===== config.mk =====
export PLATFORM = sky130hd
export DESIGN_NAME = sint_eq_arbiter
export DESIGN_NICKNAME = d
export VERILOG_FILES = /design/src/rtl/sint_eq_arbiter.sv
export SDC_FILE = /design/constraint.sdc
export NUM_CORES = 1
export LEC_CHECK = 0
export CORE_MARGIN = 4
export CORE_UTILIZATION = 31
export DETAILED_ROUTE_END_ITERATION = 12
export GPL_TIMING_DRIVEN = 0
export PLACE_DENSITY = 0.7
export SYNTH_ARGS = -nofsm -noshare
export SYNTH_HDL_FRONTEND = slang
export SYNTH_SLANG_ARGS = --single-unit

===== constraint.sdc =====
create_clock -name CLK -period 3.3 [get_ports CLK]
set_clock_uncertainty 0.15 [all_clocks]
set_input_delay 0.99 -clock CLK [delete_from_list [all_inputs] [get_ports CLK]]
set_output_delay 0.99 -clock CLK [all_outputs]
set_load 0.05 [all_outputs]

===== src/rtl/sint_eq_arbiter.sv =====
// sint_eq_arbiter: shares one signed equality comparator among N requesters.
// A round-robin arbiter feeds a two-stage pipeline (operands, then result);
// results come back on one tagged response channel with backpressure.

// Bitwise equality primitive, matching the coreir_eq cell used by magma clients.
module coreir_eq #(
  parameter int width = 1
) (
  input  logic [width-1:0] in0,
  input  logic [width-1:0] in1,
  output logic             out
);

  assign out = (in0 == in1);

endmodule

module sint_eq_arbiter #(
  parameter int WIDTH = 3,
  parameter int N     = 4,
  parameter int IDW   = $clog2(N)
) (
  input  logic                 CLK,
  input  logic                 ASYNCRESETN,
  input  logic [N-1:0]         REQ_VALID,
  input  logic [N*WIDTH-1:0]   REQ_A,
  input  logic [N*WIDTH-1:0]   REQ_B,
  output logic [N-1:0]         REQ_READY,
  output logic                 RSP_VALID,
  input  logic                 RSP_READY,
  output logic [IDW-1:0]       RSP_ID,
  output logic                 RSP_EQ
);

  // Unpacked views of the per-requester operand buses
  logic [WIDTH-1:0] reqA [N];
  logic [WIDTH-1:0] reqB [N];

  for (genvar g = 0; g < N; g++) begin : gUnpack
    assign reqA[g] = REQ_A[g*WIDTH +: WIDTH];
    assign reqB[g] = REQ_B[g*WIDTH +: WIDTH];
  end

  // Stage 1: granted request waiting for the comparator
  logic             s1Valid_q, s1Valid_d;
  logic [IDW-1:0]   s1Id_q,    s1Id_d;
  logic [WIDTH-1:0] s1A_q,     s1A_d;
  logic [WIDTH-1:0] s1B_q,     s1B_d;

  // Stage 2: comparison result presented on the response channel
  logic             s2Valid_q, s2Valid_d;
  logic [IDW-1:0]   s2Id_q,    s2Id_d;
  logic             s2Eq_q,    s2Eq_d;

  // Round-robin search start
  logic [IDW-1:0]   ptr_q,     ptr_d;

  logic             s2Load;
  logic             s1Adv;
  logic             grantFound;
  logic [IDW-1:0]   grantId;
  logic             eqResult;
  logic [N-1:0]     reqReady;

  // The single shared comparator sits between S1 and S2
  coreir_eq #(
    .width (WIDTH)
  ) uEq (
    .in0 (s1A_q),
    .in1 (s1B_q),
    .out (eqResult)
  );

  // Pipeline flow control: a stage may load when its consumer can take its contents
  always_comb begin
    s2Load = !s2Valid_q || RSP_READY;
    s1Adv  = !s1Valid_q || s2Load;
  end

  // Round-robin search: first valid requester at or after ptr, wrapping at N
  always_comb begin
    int             idx;
    logic [IDW-1:0] idxT;
    grantFound = 1'b0;
    grantId    = '0;
    idx        = 0;
    idxT       = '0;
    for (int k = 0; k < N; k++) begin
      idx = int'(ptr_q) + k;
      if (idx >= N) begin
        idx = idx - N;
      end
      idxT = IDW'(idx);
      if (!grantFound && REQ_VALID[idxT]) begin
        grantFound = 1'b1;
        grantId    = idxT;
      end
    end
  end

  // Ready is one-hot on the winner, only when S1 can accept and never during reset
  always_comb begin
    reqReady = '0;
    if (ASYNCRESETN && s1Adv && grantFound) begin
      reqReady[grantId] = 1'b1;
    end
  end

  assign REQ_READY = reqReady;

  // Next-state for both stages and the arbitration pointer
  always_comb begin
    s1Valid_d = s1Valid_q;
    s1Id_d    = s1Id_q;
    s1A_d     = s1A_q;
    s1B_d     = s1B_q;
    s2Valid_d = s2Valid_q;
    s2Id_d    = s2Id_q;
    s2Eq_d    = s2Eq_q;
    ptr_d     = ptr_q;
    if (s2Load) begin
      s2Valid_d = s1Valid_q;
      s2Id_d    = s1Id_q;
      s2Eq_d    = eqResult;
    end
    if (s1Adv) begin
      s1Valid_d = grantFound;
      if (grantFound) begin
        s1Id_d = grantId;
        s1A_d  = reqA[grantId];
        s1B_d  = reqB[grantId];
        ptr_d  = (grantId == IDW'(N-1)) ? '0 : grantId + IDW'(1);
      end
    end
  end

  // Stage 1 register; reset drops any in-flight request
  always_ff @(posedge CLK or negedge ASYNCRESETN) begin
    if (!ASYNCRESETN) begin
      s1Valid_q <= 1'b0;
      s1Id_q    <= '0;
      s1A_q     <= '0;
      s1B_q     <= '0;
    end else begin
      s1Valid_q <= s1Valid_d;
      s1Id_q    <= s1Id_d;
      s1A_q     <= s1A_d;
      s1B_q     <= s1B_d;
    end
  end

  // Stage 2 register; drives the response channel directly
  always_ff @(posedge CLK or negedge ASYNCRESETN) begin
    if (!ASYNCRESETN) begin
      s2Valid_q <= 1'b0;
      s2Id_q    <= '0;
      s2Eq_q    <= 1'b0;
    end else begin
      s2Valid_q <= s2Valid_d;
      s2Id_q    <= s2Id_d;
      s2Eq_q    <= s2Eq_d;
    end
  end

  // Arbitration pointer, advanced past each winner
  always_ff @(posedge CLK or negedge ASYNCRESETN) begin
    if (!ASYNCRESETN) begin
      ptr_q <= '0;
    end else begin
      ptr_q <= ptr_d;
    end
  end

  assign RSP_VALID = s2Valid_q;
  assign RSP_ID    = s2Id_q;
  assign RSP_EQ    = s2Eq_q;

endmodule


# Word level (Yosys, flattened, before mapping)
# Index checks and enable logic that the tools add are counted.
dict set report classes {
  bitwise_logic 1
  add_sub_neg 8
  eq_ne 2
  muxes 30
  magnitude_cmp 11
  n_reduce_logical 14
}
# cell count
set ops {}
lappend ops {{$mux W2} 9}
lappend ops {{$lt A2 B3 Y1 const B} 5}
lappend ops {{$bmux W3 S2} 2}
lappend ops {{$ge A3 B3 Y1 const B} 4}
lappend ops {{$mux W3} 4}
lappend ops {{$mux W1} 9}
lappend ops {{$bmux W1 S2} 4}
lappend ops {{$sub A2 B1 Y2 const B} 4}
lappend ops {{$add A2 B2 Y3 const B} 2}
lappend ops {{$logic_and A1 B1 Y1} 6}
lappend ops {{$logic_not A1 Y1} 5}
lappend ops {{$mux W4} 1}
lappend ops {{$add A2 B1 Y3 const B} 1}
lappend ops {{$eq A3 B3 Y1} 1}
lappend ops {{$ge A2 B3 Y1 const B} 1}
lappend ops {{$not A2 Y3} 1}
lappend ops {{$add A2 B1 Y2 const B} 1}
lappend ops {{$demux W1 S2} 1}
lappend ops {{$eq A2 B2 Y1 const B} 1}
lappend ops {{$ge A2 B1 Y1 const B} 1}
lappend ops {{$logic_or A1 B1 Y1} 2}
lappend ops {{$reduce_and A2 Y1} 1}
dict set report word_totals {
  word_cells 74
  output_inout_bits 8
  regBits 15
}

# Depth between registers and ports, before layout
dict set report logic_depth {
  depth_word 19
  depth_mapped 8
  depth_no_buf 7
}

# By module
# Synthesis repeated with hierarchy kept, for this count alone.
dict set report unflattened {
  hier_cells 100
  hier_area_um2 1007.2
}
# module area_each_um2 seq_area_each_um2 cells_per_inst n_inst
set modules_own_cells {}
lappend modules_own_cells {sint_eq_arbiter 970.9 375.4 96 1}
lappend modules_own_cells {coreir_eq 36.3 0.0 4 1}

# Least setup slack after synthesis
# No wires, ideal clock.
dict set report synth_path {
  kind {input to output}
  start {in REQ_VALID[0]}
  end {out REQ_READY[3]}
  path_buffers 1
  arrival_time_ps 2266
  path_slack_ps -106
  t_required_ps 2160
  stages 7
  path_cell_list {a21o_1 > a21oi_2 > o22ai_4 > buf_12 > inv_1 > ha_1 > and3_1}
}
dict set report synth_between {
  elab_chain_len 17
}
# item line_no
set synth_lines {}
lappend synth_lines {{start, declared} 25} ;# input logic [N-1:0] REQ_VALID,
lappend synth_lines {{$bmux W1 S2} 94} ;# if (!grantFound && REQ_VALID[idxT]) begin
lappend synth_lines {{$mux W1 (implied by the code)} 94}
lappend synth_lines {{$mux W1} 94}
lappend synth_lines {{$logic_not A1 Y1} 94}
lappend synth_lines {{$logic_and A1 B1 Y1} 94}
lappend synth_lines {{$mux W1} 94}
lappend synth_lines {{$logic_not A1 Y1} 94}
lappend synth_lines {{$logic_and A1 B1 Y1} 94}
lappend synth_lines {{(+2 left out)} -}
lappend synth_lines {{$logic_and A1 B1 Y1} 94}
lappend synth_lines {{$mux W2 *} 94}
lappend synth_lines {{net grantId[1]} 61} ;# logic [IDW-1:0] grantId;
lappend synth_lines {{$lt A2 B3 Y1 (implied by the code) or $ge A2 B1 Y1 (tied branches)} 105} ;# reqReady[grantId] = 1'b1;
lappend synth_lines {{$logic_and A1 B1 Y1 (implied by the code)} 105}
lappend synth_lines {{$mux W1 (implied by the code)} 105}
lappend synth_lines {{$demux W1 S2 *} 105}
lappend synth_lines {{$mux W4 *} 104} ;# if (ASYNCRESETN && s1Adv && grantFound) begin
lappend synth_lines {{end, declared} 28} ;# output logic [N-1:0] REQ_READY,
# Mark *: on every way through the listed nets, which the timed path passes. The rest lies on a longest branch. The select of a mux whose other input is x is not followed.

# Worst setup path after layout
dict set report layout_path {
  start {in REQ_VALID[0]}
  end {out REQ_READY[1]}
}
# The elaborated chain is that of the path after synthesis.

==> implementation parameters <==
Parameter                              Value

Status
  Run status    finished, final reports clean

CTS
  Clock tree buffer depth    2
  TritonCTS Buffers    3
  Sinks on Clock Net    15
  Worst-Skew Late Latency    0.28 ns
  Hold_buf cts    0
  Clock tree from TritonCTS    built
  Root buffer selected by CTS    sky130_fd_sc_hd__clkbuf_4
  Clock slew seen by the registers of the worst setup and hold paths    0.08 ns
  H-tree levels    1

Detailed routing
  Antenna viol nets, final    0
  DR DRC count    0
  Count of routing violations after the opening detailed-route iteration    13
  Average routed wire per standard cell    13.3 um
  Count of TritonRoute iterations in the first routing pass    4
  Via/cell ratio    roughly 5
  Routed vias    858
  Final WL    2260 um

STA
  Final setup TNS    0 ns
  Final-report setup violation count    0
  Max Clk Rate    ~300 MHz
  Final hold violation count    0
  Worst-margin pin slew    0.502 ns
  Shortest period the worst path allows    about 3.3 ns
  Final worst path period share    between 90% and 100%
  Final slew viol count    0
  Worst rel slew slack    66.4%
  RSZ-0062 raised after global routing    yes
  Setup slack after layout    around 0.032 ns

Place
  Post-detail-place hpwl    1680 um
  Last weighted congestion value of the routability-driven placer    0.758
  Worst slack, placed    -1.24 ns
  Number of port buffers    38
  Post-place instance area    between 0.001 and 0.0015 mm2

Critical path
  Number of buffers and inverters on the critical path    4
  CP delay by family, top    buffers and inverters
  R2r endpoint    s1B_q[0]
  Crit path kind    in2out
  Destination of the critical timing path    REQ_READY[1]
  Nature of the critical path endpoint    primary output
  Setup slack on the worst flop-to-flop path    1.31 ns
  Data arrival at the endpoint of the critical path    between 2 and 2.5 ns
  Slowest cell on the critical path    sky130_fd_sc_hd__a211oi_4
  Data required time of the worst path    roughly 2.2 ns
  Kind of start point of the critical path    input port
  Worst-path cell chain    buf_12 -> inv_4 -> o22ai_4 -> a211oi_4 -> buf_6 -> ha_4 -> and3_4 -> buf_8
  Worst Reg2Reg Path Length in Cells    6
  Delay of the slowest cell on the worst path    between 0.3 and 0.4 ns
  Logic depth of the worst path, buffers included    8
  Worst reg2reg startpoint    ptr_q[1]
  Launch point of the critical path    REQ_VALID[0]
  Critical path fanouts, max    5

GRT
  GRT overflow    0
  Maximum number of pins on one net before global-route repair    20
  First-pass GRT wire length    3970 um
  Number of global-route vias before repair    about 960
  Initial antenna violation count    0
  Total global-route track usage    12.3%

Floorplan
  Top-level I/O count    39
  Width of the chip    62.2 um
  Initial standard-cell utilization of the core    between 30% and 40%
  Height of the die    62.2 um
  Area inside the core boundary    0.00278 mm2
  FP Rows    19
  Area enclosed by the die boundary    ~0.0039 mm2

Yosys
  Post-synthesis register bit count    15
  Post-synth top area share    around two fifths
  Synth unique cells    26
  Number of instances in the synthesized netlist    89
  Proportion of synthesized chip area in sequential cells    between 40% and 50%
  Synthesized Nets    124
  Count of warnings emitted by yosys    0
  Per-instance average area after synthesis    between 10 and 15 um2
  Cell types with the largest area share after synthesis    sky130_fd_sc_hd__dfrtp_1 41%, sky130_fd_sc_hd__mux2i_1 13%, sky130_fd_sc_hd__nand2_1 7.0%
  Most area-hungry cell type in the Yosys netlist    sky130_fd_sc_hd__dfrtp_1
  Mapped Area    911 um2

Pwr
  Peak supply drop    ~310 uV
  Power per unit of standard cell area    536 mW/mm2
  Total Power    0.858 mW
  Leakage    0.709 nW

Cells and area
  Layout Area Growth over Synthesis    75.7%
  NumNets Final    around 180
  Final std cell area, no fill    0.00160 mm2
  Number of antenna diodes    0
  Proportion of layout cells with a drive suffix above 1    about a third
  Final core occ    a little under three fifths

Min path
  Hold WC Path Type    reg2reg
  Number of cells traversed by the worst hold path    2

Flow run
  Max-capacitance violation count    0
## sequential cells by signal (all words and copies together) (netlist names)
name	flops
s1A_q	3
RSP_VALID	1
ptr_q	2
s1B_q	3
RSP_EQ	1
RSP_ID	2
s1Valid_q	1
s1Id_q	2
## how the worst min path moves through the flow
| stage | startpoint | to | slack [ns] |
|---|---|---|---|
| 6_report | s1Id_q[1] | s1Id_q[1] | 0.34 |
| 3_3_place_gp | s1Id_q[0] | s1Id_q[0] | 0.31 |
| 4_1_cts | RSP_EQ | RSP_EQ | 0.35 |
| 3_5_place_dp | RSP_EQ | RSP_EQ | 0.32 |
| 5_1_grt | s1B_q[2] | s1B_q[2] | 0.38 |
| 2_1_floorplan | s1Id_q[0] | s1Id_q[0] | 0.29 |
## worst register-to-register path, cell delays in order, from the launching register on
cell and delay (ns):
sky130_fd_sc_hd__dfrtp_1 0.55, sky130_fd_sc_hd__a21o_1 0.20, sky130_fd_sc_hd__a21oi_2 0.07, sky130_fd_sc_hd__o22ai_4 0.27, sky130_fd_sc_hd__buf_4 0.26, sky130_fd_sc_hd__mux2i_1 0.22
sky130_fd_sc_hd__o221ai_1 0.14
## synthesized netlist by cell type
cell type and number:
sky130_fd_sc_hd__a211oi_1 1, sky130_fd_sc_hd__mux2_2 2, sky130_fd_sc_hd__o22ai_1 1, sky130_fd_sc_hd__clkbuf_1 1, sky130_fd_sc_hd__mux2i_1 12, sky130_fd_sc_hd__a21boi_0 1
sky130_fd_sc_hd__o21ai_0 1, sky130_fd_sc_hd__xor2_1 3, sky130_fd_sc_hd__a21oi_2 1, sky130_fd_sc_hd__o221ai_1 6, sky130_fd_sc_hd__buf_12 1, sky130_fd_sc_hd__o22ai_4 1
sky130_fd_sc_hd__or2_2 1, sky130_fd_sc_hd__o41ai_1 1, sky130_fd_sc_hd__a21o_1 1, sky130_fd_sc_hd__nor4_1 1, sky130_fd_sc_hd__buf_2 1, sky130_fd_sc_hd__inv_1 5
sky130_fd_sc_hd__nor2b_1 1, sky130_fd_sc_hd__and3_1 4, sky130_fd_sc_hd__ha_1 4, sky130_fd_sc_hd__a21oi_1 3, sky130_fd_sc_hd__nand2b_1 3, sky130_fd_sc_hd__nand2_1 17
sky130_fd_sc_hd__dfrtp_1 15, sky130_fd_sc_hd__nor2_1 1
## cells by family after synthesis
group | Yosys count | synth area share (%)
compound gates | 17 | 15.2
buf+inv | 8 | 5.22
fa+ha+maj | 4 | 5.49
simple gates | 28 | 14.3
flops | 15 | 41.2
xor+xnor | 3 | 2.89
mux | 14 | 15.7
## where the power goes
group | switching (mW) | internal, mW | total (mW)
logic | 0.231 | 0.226 | 0.457
registers | 0.0557 | 0.243 | 0.299
clock network | 0.0556 | 0.0469 | 0.103
total | 0.343 | 0.516 | 0.858
## stage by stage
| step | cells | hold WS, ns |
|---|---|---|
| after detailed placement | 158 | 0.324 |
| after floorplan | 89 | 0.293 |
| after global placement | 158 | 0.310 |
| after CTS | 171 | 0.347 |
| after global routing | 170 | 0.383 |
| final | 170 | 0.342 |
## timing repair
action | 4_1_cts | 5_1_grt
gates resized for setup | 85 | 13
buffers inserted | 9 | 1
gates cloned | 0 | 0
endpoints found under the setup margin | 4 | 4
pin swaps | 11 | 4
## metal layers
metal  share of wire, %  vias up  global-route usage [%]
met3                8.0        4                    3.96
met5                  0        -                       0
met2                 47       34                    20.2
li1                   -      420                       -
met1                 43      400                    14.0
met4                1.8        0                    6.78
## placed cells by master (no fill, tap or decap), drive strengths merged, types with 2 or more instances in the layout
master,Yosys,final
clkdlybuf4s50,0,28
buf,2,18
nand2,17,17
dfrtp,15,15
mux2i,12,12
o221ai,6,6
clkbuf,1,5
inv,5,5
and3,4,4
ha,4,4
a21oi,4,4
xor2,3,3
nand2b,3,3
o22ai,2,2
mux2,2,2
## layout make-up
class,count,area [um2]
buffer,2,18.8
clock buffer,4,26.3
fill,244,1180
inverter,5,33.8
multi-input combinational,66,618
sequential,15,375
tap,31,38.8
timing repair buffer,47,489
Power figures use the tool's default switching activity.
